## src/rtl/mfm_write_encoder.sv

```systemverilog
// rtl/mfm_write_encoder.sv - MFM write encoder producing timed active-low WRDATA pulses
//
// Purpose: takes bytes over a valid/ready handshake into a one-entry holding
// register, MFM-encodes each into 16 bitcells (clock cell first, MSB first),
// or substitutes a raw 16-cell sync pattern, and emits one active-low pulse
// per '1' cell on the floppy WRDATA line. Words are back-to-back with
// continuous cell timing while the holding register keeps up.
//
// Ports:
//   CLK_PLL32MHZ   master clock
//   RESET_N        asynchronous active-low reset
//   ENABLE         write gate; low aborts and flushes everything
//   DATA_IN        byte to encode
//   SYNC_IN        send SYNC_WORD_IN cells instead of encoding DATA_IN
//   DATA_VALID     DATA_IN/SYNC_IN valid
//   DATA_READY     holding register empty (registered)
//   SYNC_WORD_IN   raw cell pattern for sync bytes, MSB first
//   FD_WRDATA_OUT  registered active-low write pulse
//   BUSY           cell stream active on FD_WRDATA_OUT
//   UNDERRUN       sticky: holding register was empty at a word boundary
module mfm_write_encoder #(
   parameter int CLKS_PER_BITCELL = 32,
   parameter int PULSE_WIDTH      = 8
) (
   input  logic        CLK_PLL32MHZ,
   input  logic        RESET_N,
   input  logic        ENABLE,
   input  logic [7:0]  DATA_IN,
   input  logic        SYNC_IN,
   input  logic        DATA_VALID,
   output logic        DATA_READY,
   input  logic [15:0] SYNC_WORD_IN,
   output logic        FD_WRDATA_OUT,
   output logic        BUSY,
   output logic        UNDERRUN
);

   localparam int CW = (CLKS_PER_BITCELL > 1) ? $clog2(CLKS_PER_BITCELL) : 1;
   localparam logic [CW-1:0] LAST_CNT = CW'(CLKS_PER_BITCELL - 1);
   localparam logic [CW-1:0] PW_CNT   = CW'(PULSE_WIDTH);

   typedef enum logic {ST_IDLE, ST_SHIFT} state_t;

   state_t          r_state,     w_state_nxt;
   logic            r_hold_full, w_hold_full_nxt;
   logic            r_hold_sync, w_hold_sync_nxt;
   logic [7:0]      r_hold_data, w_hold_data_nxt;
   logic            r_ready,     w_ready_nxt;
   logic [15:0]     r_shift,     w_shift_nxt;
   logic [CW-1:0]   r_cnt,       w_cnt_nxt;
   logic [3:0]      r_idx,       w_idx_nxt;
   logic            r_prev,      w_prev_nxt;
   logic            r_wrdata,    w_wrdata_nxt;
   logic            r_busy,      w_busy_nxt;
   logic            r_underrun,  w_underrun_nxt;

   logic            w_load;
   logic            w_capture;
   logic [15:0]     w_load_word;

   // c_i = ~prev & ~d_i, and prev follows each data bit through the byte.
   function automatic logic [15:0] f_mfm_encode(input logic [7:0] d, input logic p_in);
      logic [15:0] w;
      logic        p;
      w = '0;
      p = p_in;
      for (int i = 7; i >= 0; i--) begin
         w[2*i+1] = ~p & ~d[i];
         w[2*i]   = d[i];
         p        = d[i];
      end
      return w;
   endfunction

   assign w_load_word = r_hold_sync ? SYNC_WORD_IN : f_mfm_encode(r_hold_data, r_prev);
   assign w_capture   = DATA_VALID & r_ready;

   always_comb begin
      w_state_nxt     = r_state;
      w_hold_full_nxt = r_hold_full;
      w_hold_sync_nxt = r_hold_sync;
      w_hold_data_nxt = r_hold_data;
      w_ready_nxt     = r_ready;
      w_shift_nxt     = r_shift;
      w_cnt_nxt       = r_cnt;
      w_idx_nxt       = r_idx;
      w_prev_nxt      = r_prev;
      w_wrdata_nxt    = 1'b1;
      w_busy_nxt      = 1'b0;
      w_underrun_nxt  = r_underrun;
      w_load          = 1'b0;

      if (!ENABLE) begin
         w_state_nxt     = ST_IDLE;
         w_hold_full_nxt = 1'b0;
         w_ready_nxt     = 1'b0;
         w_cnt_nxt       = '0;
         w_idx_nxt       = 4'd15;
         w_prev_nxt      = 1'b0;
         w_underrun_nxt  = 1'b0;
      end else begin
         case (r_state)
            ST_IDLE: begin
               if (r_hold_full)
                  w_load = 1'b1;
            end
            ST_SHIFT: begin
               if (r_cnt == LAST_CNT) begin
                  w_cnt_nxt = '0;
                  if (r_idx == 4'd0) begin
                     if (r_hold_full) begin
                        w_load = 1'b1;
                     end else begin
                        w_state_nxt    = ST_IDLE;
                        w_underrun_nxt = 1'b1;
                     end
                  end else begin
                     w_idx_nxt = r_idx - 4'd1;
                  end
               end else begin
                  w_cnt_nxt = r_cnt + CW'(1);
               end
            end
            default: w_state_nxt = ST_IDLE;
         endcase

         if (w_load) begin
            w_state_nxt = ST_SHIFT;
            w_shift_nxt = w_load_word;
            w_cnt_nxt   = '0;
            w_idx_nxt   = 4'd15;
            w_prev_nxt  = w_load_word[0];
         end

         // A load and a capture on the same edge leave the register full.
         w_hold_full_nxt = (r_hold_full & ~w_load) | w_capture;
         if (w_capture) begin
            w_hold_sync_nxt = SYNC_IN;
            w_hold_data_nxt = DATA_IN;
         end
         w_ready_nxt = ~w_hold_full_nxt;

         // Output stage lags the cell counters by one clock; BUSY shares that
         // lag so it brackets exactly the cells appearing on WRDATA.
         w_wrdata_nxt = ~((r_state == ST_SHIFT) && r_shift[r_idx] && (r_cnt < PW_CNT));
         w_busy_nxt   = (r_state == ST_SHIFT);
      end
   end

   always_ff @(posedge CLK_PLL32MHZ or negedge RESET_N) begin
      if (!RESET_N) begin
         r_state     <= ST_IDLE;
         r_hold_full <= 1'b0;
         r_hold_sync <= 1'b0;
         r_hold_data <= '0;
         r_ready     <= 1'b0;
         r_shift     <= '0;
         r_cnt       <= '0;
         r_idx       <= 4'd15;
         r_prev      <= 1'b0;
         r_wrdata    <= 1'b1;
         r_busy      <= 1'b0;
         r_underrun  <= 1'b0;
      end else begin
         r_state     <= w_state_nxt;
         r_hold_full <= w_hold_full_nxt;
         r_hold_sync <= w_hold_sync_nxt;
         r_hold_data <= w_hold_data_nxt;
         r_ready     <= w_ready_nxt;
         r_shift     <= w_shift_nxt;
         r_cnt       <= w_cnt_nxt;
         r_idx       <= w_idx_nxt;
         r_prev      <= w_prev_nxt;
         r_wrdata    <= w_wrdata_nxt;
         r_busy      <= w_busy_nxt;
         r_underrun  <= w_underrun_nxt;
      end
   end

   assign DATA_READY    = r_ready;
   assign FD_WRDATA_OUT = r_wrdata;
   assign BUSY          = r_busy;
   assign UNDERRUN      = r_underrun;

endmodule

```

## config.mk

```make
export PLATFORM = sky130hd
export DESIGN_NAME = mfm_write_encoder
export DESIGN_NICKNAME = d
export VERILOG_FILES = /design/src/rtl/mfm_write_encoder.sv
export SDC_FILE = /design/constraint.sdc
export NUM_CORES = 1
export LEC_CHECK = 0
export CORE_ASPECT_RATIO = 0.75
export CORE_MARGIN = 2
export CORE_UTILIZATION = 52
export DETAILED_ROUTE_END_ITERATION = 8
export GPL_TIMING_DRIVEN = 0
export PLACE_DENSITY_LB_ADDON = 0.1
export SYNTH_ARGS = -nofsm -noshare
export SYNTH_HDL_FRONTEND = slang
export SYNTH_SLANG_ARGS = --single-unit
```

## constraint.sdc

```tcl
create_clock -name CLK_PLL32MHZ -period 2.65 [get_ports CLK_PLL32MHZ]
set_input_delay 0.53 -clock CLK_PLL32MHZ [delete_from_list [all_inputs] [get_ports CLK_PLL32MHZ]]
set_output_delay 0.53 -clock CLK_PLL32MHZ [all_outputs]
set_load 0.1 [all_outputs]
```

==> flow_metrics.tcl <==
set metrics [dict create \
    outcome "completed" \
    rrSetupSlack_ns 0.45 \
    cts_inserted_buffers 5 \
    clk_pin_slew_ns 0.08 \
    finalHoldViolCount 0 \
    initial_core_util_pct 54.5 \
    path_max_fanout 1 \
    fin_area_sq_um 2470 \
    crit_required_ns 2.12 \
    hpwl_microns 3150 \
    period_minus_slack_ns 2.47 \
    synth-seq-cells 41 \
    dieArea_sq_um 4350 \
    ys_seq_area_share_pct 51.7 \
    gp_congestion 0.831 \
    clockBufferDepth 2 \
    switching_share_pct 29.4 \
    cts_setup_buffers 0 \
    place_area_sq_um 2380 \
    synthTopCellsByArea "dfrtp_1 (45%), dfstp_2 (6.6%), mux2_2 (5.6%)" \
    clockRootBuffer "clkbuf_8" \
    drcViolationCount 0 \
    grt_pass1_vias 1501 \
    worst_pin_slew_ns 0.966 \
    cts_sinks 41 \
    fmax_ghz 0.405 \
    fillers 300 \
    grt_max_degree 42 \
    crit_end "FD_WRDATA_OUT" \
    cp_top_family "buffers and inverters" \
    rr_worst_depth 8 \
    ios 33 \
    seqPwrFrac_pct 50.7 \
    vias 1571 \
    relSlewSlack_pct 35.4 \
    io_buffer_count 32 \
    cp.depth 1 \
    crit_type "register to primary output" \
    multi_input_area_sq_um 890 \
    hold_path_class "primary input to asynchronous set/reset pin" \
    synthesis.area_sq_um 2000 \
    drt-total-wl_microns 4210 \
    slowest_delay_ns 1.12 \
    die_w_microns 75.5 \
    antenna_found_initial 0 \
    finalSetupTns_ns 0 \
    drv_slew 0 \
    crit_buf_inv 1 \
    drive_gt1_share_pct 12.4 \
    endpoint_kind "primary output" \
    post_drt_wl_per_cell_microns 15.1 \
    synthesis.nets 218 \
    crit_chain "clkdlybuf4s50_1" \
    grtUsageTotal_pct 22.6 \
    ctsResizeCount 0 \
    nets 257 \
    regArea_sq_um 1030 \
    power_frac_comb_pct 22.4 \
    arrival_ns 1.94 \
    die_h_microns 57.7 \
    skew_ns 0.00722 \
    synthCells 186 \
    dr.pass1.iters 4 \
    grt.overflow.total 0 \
    power-per-cell-area_nw_per_um2 656 \
    internal_power_mw 1.15 \
    area_growth_pct 23.9 \
    synth_area_leader_cell "dfrtp_1" \
    slowest_stage "clkdlybuf4s50_1" \
    clkLatencyLatePin_ns 0.30 \
    yosysUniqueCellTypes 34 \
    startpoint_type "register" \
    setup_viol 0 \
    synth_top_area_share_pct 45.1 \
    fin_crit_sh_pct 93.1 \
    grt_first_pass_wirelength_microns 7130 \
    drtIter0Drc 150 \
    num_rows 19 \
    drt.antenna.violating_nets 0 \
    rsz0062_at_grt "false" \
    diodes 0 \
    max_cap_violations 0 \
    power_leakage_nw 1.11 \
    postCtsHoldBufs 0 \
    peakVddDrop_mv 0.560 \
    fin_util_pct 67.5 \
    cts_tree "yes" \
    ys_warn_count 0 \
    reg2reg_to "r_shift[6]$_DFFE_PN0P_" \
    syn_avg_cell_area_sq_um 10.7 \
    routed_via_density 5.65 \
    power_switching_mw 0.477 \
    startpoint "FD_WRDATA_OUT$_DFF_PN1_" \
    clock_power_share_pct 26.9 \
    r2r_start "r_cnt[0]$_DFFE_PN0P_" \
    htreeDepth 2 \
    core_area_sq_um 3660 \
]
## through the flow
stage          cells  power, mW  setup WS, ns  hold slack [ns]
6_report         278       1.62         0.182            0.345
5_1_grt          278       1.72         0.146            0.409
4_1_cts          278       1.64         0.169            0.370
3_5_place_dp     270       1.20         0.481            0.469
3_3_place_gp     270       1.18         0.147            0.459
2_1_floorplan    186       1.07         0.771            0.234
## power by group through the flow
| stage | combinational (mW) | sequential [mW] | clock [mW] |
|---|---|---|---|
| 6_report | 0.363 | 0.822 | 0.437 |
| 5_1_grt | 0.411 | 0.836 | 0.474 |
| 3_5_place_dp | 0.366 | 0.836 | 0 |
| 3_3_place_gp | 0.354 | 0.825 | 0 |
| 4_1_cts | 0.367 | 0.822 | 0.447 |
| 2_1_floorplan | 0.243 | 0.823 | 0 |
## cell type report
type / count / area share (%)
clock buffer: 6 / 3.34
timing repair buffer: 32 / 12.8
tap: 52 / 2.63
buffer: 10 / 2.23
sequential: 41 / 41.8
clock inverter: 2 / 0.557
multi-input combinational: 130 / 36.0
inverter: 5 / 0.759
## logic make-up after synthesis
group	count (synthesis)	share of synthesized area, %
AND/OR/NAND/NOR	57	13.2
AO/OA/AOI/OAI	44	12.7
flip-flops	41	51.7
multiplexers	24	15.9
buffers and inverters	15	3.70
adder cells (fa/ha/maj)	3	1.88
XOR/XNOR	2	0.878
## layout by cell type, fill, tap and decap left out, types with 4 or more instances in the layout
cell type        instances
nand3_1                  4
dfstp_2                  5
a21oi_1                 13
mux2i_1                 10
nor2_1                  15
clkdlybuf4s50_1         31
dfrtp_1                 36
inv_1                    5
mux4_1                   4
nor3_1                  10
clkbuf_1                 5
clkbuf_8                 6
nand2_1                 20
mux2_2                  10
o21ai_0                 19
## layer usage
metal | share of wire [%] | track usage [%] | vias to the layer above | wire length, microns
li1 | - | - | 748 | -
met1 | 48 | 33.8 | 761 | 2000
met2 | 45 | 31.6 | 54 | 1890
met3 | 5.4 | 4.87 | 8 | 226
met4 | 2.1 | 10.5 | 0 | 87
met5 | 0 | 0 | - | 0
## flip-flops by register name, indices dropped and copies added, names as in the netlist, 4 cells and up
name,flops
r_cnt,5
r_shift,16
r_idx,4
r_hold_data,8
## how the worst min path moves through the flow
| stage | startpoint | endpoint | slack [ns] | depth (start not counted) |
|---|---|---|---|---|
| after floorplan | RESET_N | BUSY$_DFF_PN0_ | 0.23 | 0 |
| after global placement | r_shift[11]$_DFFE_PN0P_ | r_shift[11]$_DFFE_PN0P_ | 0.46 | 2 |
| after detailed placement | r_shift[5]$_DFFE_PN0P_ | r_shift[5]$_DFFE_PN0P_ | 0.47 | 2 |
| after CTS | RESET_N | r_hold_data[1]$_DFFE_PN0P_ | 0.37 | 1 |
| after global routing | RESET_N | r_hold_data[1]$_DFFE_PN0P_ | 0.41 | 1 |
| final | RESET_N | r_shift[1]$_DFFE_PN0P_ | 0.34 | 1 |
## synth_stat cells (all sizes together)
cell     number
inv           5
o22a          1
a22oi         3
buf           5
nor3         10
o41ai         1
ha            3
dfstp         5
nand2        20
mux2i        10
clkbuf        5
nor4bb        1
xnor2         1
a21oi        13
nor2         15
a211oi        1
nor2b         1
nand4bb       1
o221ai        1
and2          2
a32oi         1
a31oi         2
a211o         1
mux4          4
o31ai         1
nand3         4
and3          1
nor3b         2
o21ai        19
xor2          1
dfrtp        36
mux2         10
(Power assumes the default switching activity.)
